$ cat config.mk
export PLATFORM = sky130hd
export DESIGN_NAME = sdram_port_arbiter
export DESIGN_NICKNAME = d
export VERILOG_FILES = /design/src/rtl/sdram_port_arbiter.sv
export SDC_FILE = /design/constraint.sdc
export NUM_CORES = 1
export LEC_CHECK = 0
export BUFFER_PORTS_ARGS = -buffer_cell sky130_fd_sc_hd__buf_2
export CAP_MARGIN = 40
export CELL_PAD_IN_SITES_DETAIL_PLACEMENT = 0
export CELL_PAD_IN_SITES_GLOBAL_PLACEMENT = 2
export CORE_AREA = 10 10 150 97
export CTS_CLUSTER_DIAMETER = 80
export DETAILED_ROUTE_END_ITERATION = 12
export DIE_AREA = 0 0 160 107
export PLACE_DENSITY = 0.94
export SLEW_MARGIN = 40
export SYNTH_ARGS = -nofsm -noshare
export SYNTH_HDL_FRONTEND = slang
export SYNTH_SLANG_ARGS = --single-unit
$ cat constraint.sdc
create_clock -name clk -period 3.2 [get_ports clk]
set_input_delay 0.32 -clock clk [delete_from_list [all_inputs] [get_ports clk]]
set_output_delay 0.32 -clock clk [all_outputs]
set_load 0.005 [all_outputs]
$ cat src/rtl/sdram_port_arbiter.sv
`default_nettype none
// ============================================================================
// Module   : sdram_port_arbiter
// Purpose  : Two-port arbiter in front of a single-outstanding SDRAM
//            controller command port, with periodic auto-refresh scheduling
//            and refresh overrun detection.
// Options  : define SDRAM_ARB_ROUND_ROBIN_EN for round-robin tie breaking;
//            without it m0 always wins a tie.
// Revision : 1.0 - initial release
// ============================================================================
module sdram_port_arbiter #(
  parameter int ADDR_W       = 24,
  parameter int DATA_W       = 16,
  parameter int REF_INTERVAL = 780
) (
  input  logic              clk,
  input  logic              reset,
  input  logic              m0_req,
  input  logic              m0_we,
  input  logic [ADDR_W-1:0] m0_addr,
  input  logic [DATA_W-1:0] m0_wdata,
  output logic              m0_gnt,
  output logic              m0_rvalid,
  input  logic              m1_req,
  input  logic              m1_we,
  input  logic [ADDR_W-1:0] m1_addr,
  input  logic [DATA_W-1:0] m1_wdata,
  output logic              m1_gnt,
  output logic              m1_rvalid,
  output logic [DATA_W-1:0] rdata,
  output logic              cmd_valid,
  output logic              cmd_we,
  output logic [ADDR_W-1:0] cmd_addr,
  output logic [DATA_W-1:0] cmd_wdata,
  input  logic              cmd_ready,
  input  logic              rsp_valid,
  input  logic [DATA_W-1:0] rsp_data,
  output logic              ref_req,
  input  logic              ref_ack,
  output logic              ref_overrun
);

  localparam int REF_W = (REF_INTERVAL > 1) ? $clog2(REF_INTERVAL) : 1;

  typedef enum logic [1:0] {
    IDLE    = 2'd0,
    ISSUE   = 2'd1,
    WAIT_RD = 2'd2,
    REFRESH = 2'd3
  } state_t;

  state_t             state;
  state_t             state_nxt;
  logic [REF_W-1:0]   ref_cnt;
  logic               ref_pending;
  logic               ref_wrap;
  logic               ref_done;
  logic               take;        // a requester is accepted this cycle
  logic               sel;         // 0 = m0, 1 = m1
  logic               owner;       // requester of the outstanding transaction
  logic               lat_we;
  logic [ADDR_W-1:0]  lat_addr;
  logic [DATA_W-1:0]  lat_wdata;
  logic [DATA_W-1:0]  rdata_q;
  logic               rvalid_q;

  assign ref_wrap = (ref_cnt == REF_W'(REF_INTERVAL - 1));
  assign ref_done = (state == REFRESH) && ref_ack;

`ifdef SDRAM_ARB_ROUND_ROBIN_EN
  logic last_owner;

  // Tie goes to whichever requester was not served most recently.
  always_comb begin
    sel = ~m0_req;
    if (m0_req && m1_req) sel = ~last_owner;
  end

  // Remember the most recently granted requester.
  always_ff @(posedge clk) begin
    if (reset)     last_owner <= 1'b1;
    else if (take) last_owner <= sel;
  end
`else
  // Fixed priority: m0 wins whenever it is requesting.
  assign sel = ~m0_req;
`endif

  // State register.
  always_ff @(posedge clk) begin
    if (reset) state <= IDLE;
    else       state <= state_nxt;
  end

  // Next-state logic; refresh pending outranks both requesters in IDLE.
  always_comb begin
    state_nxt = state;
    take      = 1'b0;
    case (state)
      IDLE: begin
        if (ref_pending) begin
          state_nxt = REFRESH;
        end else if (m0_req || m1_req) begin
          take      = 1'b1;
          state_nxt = ISSUE;
        end
      end
      ISSUE:   if (cmd_ready) state_nxt = lat_we ? IDLE : WAIT_RD;
      WAIT_RD: if (rsp_valid) state_nxt = IDLE;
      REFRESH: if (ref_ack)   state_nxt = IDLE;
      default: state_nxt = IDLE;
    endcase
  end

  // Free-running refresh timer; a new wrap wins over a same-cycle ack.
  always_ff @(posedge clk) begin
    if (reset) begin
      ref_cnt     <= '0;
      ref_pending <= 1'b0;
    end else begin
      ref_cnt <= ref_wrap ? '0 : ref_cnt + 1'b1;
      if (ref_wrap)      ref_pending <= 1'b1;
      else if (ref_done) ref_pending <= 1'b0;
    end
  end

  // Capture the winner's command at grant and the read return in WAIT_RD.
  always_ff @(posedge clk) begin
    if (reset) begin
      owner     <= 1'b1;
      lat_we    <= 1'b0;
      lat_addr  <= '0;
      lat_wdata <= '0;
      rdata_q   <= '0;
      rvalid_q  <= 1'b0;
    end else begin
      rvalid_q <= 1'b0;
      if (take) begin
        owner     <= sel;
        lat_we    <= sel ? m1_we    : m0_we;
        lat_addr  <= sel ? m1_addr  : m0_addr;
        lat_wdata <= sel ? m1_wdata : m0_wdata;
      end
      if (state == WAIT_RD && rsp_valid) begin
        rdata_q  <= rsp_data;
        rvalid_q <= 1'b1;
      end
    end
  end

  // Every output is forced low while reset is asserted.
  assign m0_gnt      = take & ~sel & ~reset;
  assign m1_gnt      = take &  sel & ~reset;
  assign m0_rvalid   = rvalid_q & ~owner & ~reset;
  assign m1_rvalid   = rvalid_q &  owner & ~reset;
  assign rdata       = reset ? '0 : rdata_q;
  assign cmd_valid   = (state == ISSUE) & ~reset;
  assign cmd_we      = lat_we & ~reset;
  assign cmd_addr    = reset ? '0 : lat_addr;
  assign cmd_wdata   = reset ? '0 : lat_wdata;
  assign ref_req     = (state == REFRESH) & ~reset;
  assign ref_overrun = ref_wrap & ref_pending & ~ref_done & ~reset;

endmodule
`default_nettype wire

==> results of run 1 <==
-- report_power, final --
part	switching, W	total (W)	internal (W)	leakage [nW]
clock	0.000359	0.00100	0.000644	0.150
sequential	0.0000225	0.000987	0.000964	0.589
combinational	0.000157	0.000325	0.000167	1.29
total	0.000539	0.00231	0.00178	2.03
-- per-layer routing --
layer / vias up / wire [um] / GRT usage, %
li1: 1504 / - / -
met1: 1472 / 5240 / 15.7
met2: 103 / 4840 / 19.4
met3: 10 / 824 / 5.12
met4: 2 / 106 / 3.13
met5: - / 13 / 0
-- final timing paths --
| check | startpoint | to | slack (ps) | depth (start not counted) |
|---|---|---|---|---|
| max | ref_cnt[0] | ref_overrun | 900 | 5 |
| min | m0_addr[4] | lat_addr[4] | 220 | 2 |
| max reg2reg | state[1] | lat_addr[17] | 1340 | 4 |
| min reg2reg | ref_cnt[0] | ref_cnt[0] | 470 | 1 |
-- sequential cells by signal, summed over array words and instances (netlist names) --
register,cells
lat_addr,24
lat_wdata,16
lat_we,1
owner,1
rdata_q,16
ref_cnt,10
ref_pending,1
rvalid_q,1
state,2
-- kinds of logic (layout without fill, tap and decap cells) --
logic type	after synthesis	in the layout	synth area share, %
fa+ha+maj	1	1	0.386
other cells	0	1	0
xor+xnor	3	3	0.810
mux	1	1	0.694
simple gates	96	96	18.6
buf+inv	32	194	5.32
compound gates	114	114	29.8
flops	72	72	44.4
-- area by class of cell --
class / instances / share of cell area, %
sequential: 72 / 32.1
antenna: 1 / 0.0557
clock inverter: 3 / 0.891
tap: 165 / 4.59
clock buffer: 13 / 5.79
inverter: 3 / 0.251
multi-input combinational: 215 / 36.5
timing repair buffer: 175 / 19.9
-- worst reg2reg max path: stages, from the launching register on --
cell     delay [ps]
dfxtp_1         420
nor4_1          330
and3b_2         580
buf_4           290
a221o_1         170
-- synth_stat cells, drive strengths merged, types with 2 or more instances --
| library cell | instances | area [um2] |
|---|---|---|
| clkbuf | 7 | 26.3 |
| nand3b | 2 | 15.0 |
| nor2b | 57 | 357 |
| dfxtp | 72 | 1440 |
| nand4 | 3 | 18.8 |
| buf | 22 | 135 |
| or3 | 5 | 36.3 |
| and3 | 3 | 18.8 |
| nor2 | 6 | 25.0 |
| and2 | 2 | 12.5 |
| nor3 | 2 | 20.0 |
| a221o | 41 | 410 |
| or4 | 2 | 18.8 |
| xnor2 | 2 | 17.5 |
| nor3b | 2 | 15.0 |
| nand3 | 4 | 20.0 |
| a21boi | 41 | 308 |
| o22a | 16 | 140 |
| o21ai | 5 | 25.0 |
| nor4 | 2 | 12.5 |
| nand2 | 3 | 11.3 |
| a21oi | 8 | 40.0 |
| inv | 3 | 11.3 |
-- per-stage QoR --
step	area (um2)	worst slack (ps)	utilization, %
finish	4490	896	38.1
global route	4490	784	38.1
CTS	4490	879	38.1
detailed placement	4190	1020	35.5
global placement	4190	1090	35.5
floorplan	3240	1490	-
==> metrics.md, run 1 <==
| Metric | Value |
|---|---|
| Ports | 169 |
| Final min period | 2300 ps |
| Register area share after synthesis | 44.4% |
| Slew HR | 50.5% |
| Post-DP HPWL | 8.33 mm |
| Status | complete, no violations |
| Post-CTS Hold Buffers | 0 |
| Min-delay worst type | primary input to flop |
| Layout cells sized above 1 | 41.4% |
| Area of the multi-input gates | 1640 um2 |
| CP peak stage delay | 540 ps |
| Unrepaired setup endpoints after global routing | no |
| CTS tree | done |
| Syn Inst Count | 319 |
| Dpl cells | 630 |
| Peak supply drop | 0.000215 V |
| Worst hold slack | 216 ps |
| Drt wl/cell | 17.0 um |
| Nets | 582 |
| Setup Viol. Count Final | 0 |
| Root buf cell | clkbuf_16 |
| Power per standard cell area | 515 nW/um2 |
| Slowest CP cell | or4_4 |
| Post-Syn Nets | 425 |
| Leak | 2.03 nW |
| Finished Layout Cells | 647 |
| Critical Path Sink Type | output port |
| GPL Wtd Cong | 0.795 |
| Clock sinks | 72 |
| Worst-skew pair later-pin latency | 320 ps |
| Worst clock skew | 5.99 ps |
| FF+latch count, synth | 72 |
| Final hold vios | 0 |
| Fmax | 434 MHz |
| Initial DRC Count | 172 |
| Global Route Usage Sum | 12.4% |
| Most common cell after layout, fill and taps aside | buf_2 |
| Post-CTS Setup Bufs | 0 |
| Initial antenna violation count | 2 |
| EDFF count, synth | 0 |
| Initial Util | 27.5% |
| CP startpoint kind | flop |
| Total congestion overflow | 0 |
| Final Max Slew Viols | 0 |
| Crit path max-delay family | simple AND/OR/NAND/NOR gates |
| CTS clk-pin slew, worst paths | 60 ps |
| Register area | 1440 um2 |
| TNS Setup | 0 ps |
| Post-route ant nets | 0 |
| Share of synthesized registers carrying an async set or reset | 0% |
| Post-synth top flop | dfxtp_1 |
| Mapped Area | 3240 um2 |
| PostCTS Resize Cnt | 0 |
| Crit Path Class | flop to output port |
| # H-tree levels | 3 |
| Synthesis-to-layout area growth | 38.5% |
| Synth Area per Inst | 10.2 um2 |
| Cell Rows | 31 |
| Max-cap violations | 0 |
| Drt first pass iters | 4 |
| Die width | 160 um |
| Final Power | 0.00231 W |
| Number of library cell types mapped by synthesis | 36 |
| Crit path buf inv count | 1 |
| Die Ht | 107 um |
| Worst slew pin tran | 743 ps |
| Via Count | 3091 |
| Detailed Route WL | 11.0 mm |
| Via density | 4.78 |
| Port buffer count | 168 |
| Die area | 17100 um2 |
| Core Area | 11800 um2 |
| Crit path max fanout | 4 |
| Largest net degree at the start of global routing | 44 |
| Fin crit share | 72.0% |
| Number of fillers in the final layout | 1216 |
| CTS Buf Count | 9 |
| Worst EP required | 2880 ps |
| # DRC | 0 |
| Most frequent cells in the layout | buf_2, dfxtp_1, nor2b_1, a21boi_0, a221o_1 |
| Vias in the first global route | 3272 |
| Longest Clk Path Bufs | 2 |
| Yosys Warn Count | 0 |
| Arrival time of the worst setup path | 1980 ps |
| Crit path cell chain | ha_1 -> nand4_1 -> or4_4 -> nor3_2 -> buf_2 |
| First-pass GRT wire length | 17.6 mm |
(Power assumes the default switching activity.)
==> run 2: changes to the inputs <==
CORE_AREA = 10 10 156 100   (was 10 10 150 97)
DIE_AREA = 0 0 166 110   (was 0 0 160 107)
PLACE_DENSITY = 0.88   (was 0.94)
clock period = 2.4 ns   (was 3.2 ns; I/O delays follow)
==> metrics.md, run 2 (same netlist as run 1, synthesis figures left out) <==
| Metric | Value |
|---|---|
| Status | complete, no violations |
| Post-route ant nets | 0 (unchanged) |
| Post-CTS Hold Buffers | 0 (unchanged) |
| Via Count | 3065 (-0.84%) |
| Ports | 169 (unchanged) |
| Arrival time of the worst setup path | 1910 ps (-70 ps) |
| Unrepaired setup endpoints after global routing | no |
| Final hold vios | 0 (unchanged) |
| Detailed Route WL | 10.9 mm (-0.85%) |
| Register area | 1440 um2 (unchanged) |
| Fin crit share | 89.4% |
| Fmax | 466 MHz |
| Critical Path Sink Type | output port |
| Area of the multi-input gates | 1640 um2 (unchanged) |
| Layout cells sized above 1 | 40.9% (-0.45 points) |
| Crit Path Class | flop to output port |
| Final Max Slew Viols | 0 (unchanged) |
| Setup Viol. Count Final | 0 (unchanged) |
| Cell Rows | 32 (+3.2%) |
| Initial Util | 25.6% (-2.0 points) |
| # DRC | 0 (unchanged) |
| Largest regs | lat_addr: 24 flops, lat_wdata: 16 flops, rdata_q: 16 flops |
| Power per standard cell area | 686 nW/um2 (+33%) |
| Global Route Usage Sum | 11.4% (-1.0 points) |
| CTS Buf Count | 9 (unchanged) |
| Slew HR | 52.2% (+1.7 points) |
| Initial DRC Count | 194 (+13%) |
| Slowest CP cell | or4_4 |
| Min-delay worst type | primary input to flop |
| Max reg flops | 24 (unchanged) |
| Leak | 2.02 nW (-0.62%) |
| Die width | 166 um (+3.8%) |
| Synthesis-to-layout area growth | 38.7% |
| Most common cell after layout, fill and taps aside | buf_2 |
| PostCTS Resize Cnt | 0 (unchanged) |
| Worst hold slack | 140 ps (-76.6 ps) |
| Port buffer count | 168 (unchanged) |
| Worst clock skew | 5.82 ps (-0.173 ps) |
| Final min period | 2150 ps |
| # H-tree levels | 3 (unchanged) |
| TNS Setup | 0 ps (unchanged) |
| Biggest register | lat_addr |
| Via density | 4.72 (-1.3%) |
| Nets | 580 (-0.34%) |
| CP startpoint kind | flop |
| CP peak stage delay | 540 ps (about the same) |
| Initial antenna violation count | 1 (-1) |
| Largest net degree at the start of global routing | 66 (+50%) |
| Core Area | 12700 um2 (+7.6%) |
| Drt first pass iters | 4 (unchanged) |
| Die Ht | 110 um (+2.8%) |
| Worst slew pin tran | 717 ps (-25.6 ps) |
| Drt wl/cell | 16.8 um (-1.3%) |
| Vias in the first global route | 3198 (-2.3%) |
| CTS clk-pin slew, worst paths | 50 ps (about the same) |
| First-pass GRT wire length | 17.0 mm (-3.8%) |
| Root buf cell | clkbuf_16 |
| Most frequent cells in the layout | buf_2, dfxtp_1, nor2b_1, a21boi_0, a221o_1 |
| Longest Clk Path Bufs | 2 (unchanged) |
| Total congestion overflow | 0 (unchanged) |
| Post-DP HPWL | 8.17 mm (-2.0%) |
| Peak supply drop | 0.000269 V (+25%) |
| Worst-skew pair later-pin latency | 320 ps (about the same) |
| Max-cap violations | 0 (unchanged) |
| GPL Wtd Cong | 0.777 (-2.3%) |
| Crit path cell chain | ha_1 -> nand4_1 -> or4_4 -> nor3_2 -> buf_2 |
| Crit path max fanout | 4 (unchanged) |
| Post-CTS Setup Bufs | 0 (unchanged) |
| Die area | 18300 um2 (+6.7%) |
| Number of fillers in the final layout | 1335 (+9.8%) |
| CTS tree | done |
| Worst EP required | 2160 ps (-720 ps) |
| Clock sinks | 72 (unchanged) |
## run 2: cell types whose count changed in the layout (fill, tap and decap cells not counted), sizes merged
cell / delta
clkinv: -2
buf: -2
clkinvlp: +1
clkbuf: +1
## run 2: layout make-up
class / count / share of cell area (%)
antenna: 1 / 0.0556
clock buffer: 14 / 5.87
clock inverter: 2 / 0.834
inverter: 3 / 0.250
multi-input combinational: 215 / 36.4
sequential: 72 / 32.0
tap: 170 / 4.73
timing repair buffer: 173 / 19.8
## run 2: per-layer routing
metal | routed length (um) | vias up | share of wire (%) | global-route usage [%]
met4 | 71 | 0 | 0.65 | 2.83
met2 | 5120 | 96 | 47 | 18.3
met5 | 0 | - | 0 | 0
met3 | 710 | 6 | 6.5 | 4.63
met1 | 5030 | 1463 | 46 | 14.1
li1 | - | 1500 | - | -
## run 2: critical path: cells and delay by family, from the launching register on
family,cells,cell delay [ps]
fa+ha+maj,1,220
buf+inv,1,130
flops,1,370
simple gates,3,870
## run 2: final timing paths
kind | from | end | slack (ps) | cells past startpoint
max reg2reg | state[1] | lat_wdata[13] | 590 | 4
min | m1_addr[4] | lat_addr[4] | 140 | 2
max | ref_cnt[0] | ref_overrun | 250 | 5
min reg2reg | ref_cnt[0] | ref_cnt[0] | 460 | 1
## run 2: power by group
group / leakage [nW] / switching [W] / total (W) / internal, W
clock: 0.143 / 0.000475 / 0.00134 / 0.000863
combinational: 1.29 / 0.000209 / 0.000432 / 0.000223
sequential: 0.589 / 0.0000291 / 0.00132 / 0.00129
## run 2: metrics by stage
stage,util [%],instance area [um2],power [W],cells,setup slack [ps]
2_1_floorplan,-,3240,0.00158,319,766
3_3_place_gp,33.1,4200,0.00177,633,609
3_5_place_dp,33.1,4200,0.00178,633,581
4_1_cts,35.4,4500,0.00314,649,216
5_1_grt,35.4,4500,0.00325,649,117
6_report,35.4,4500,0.00309,650,254
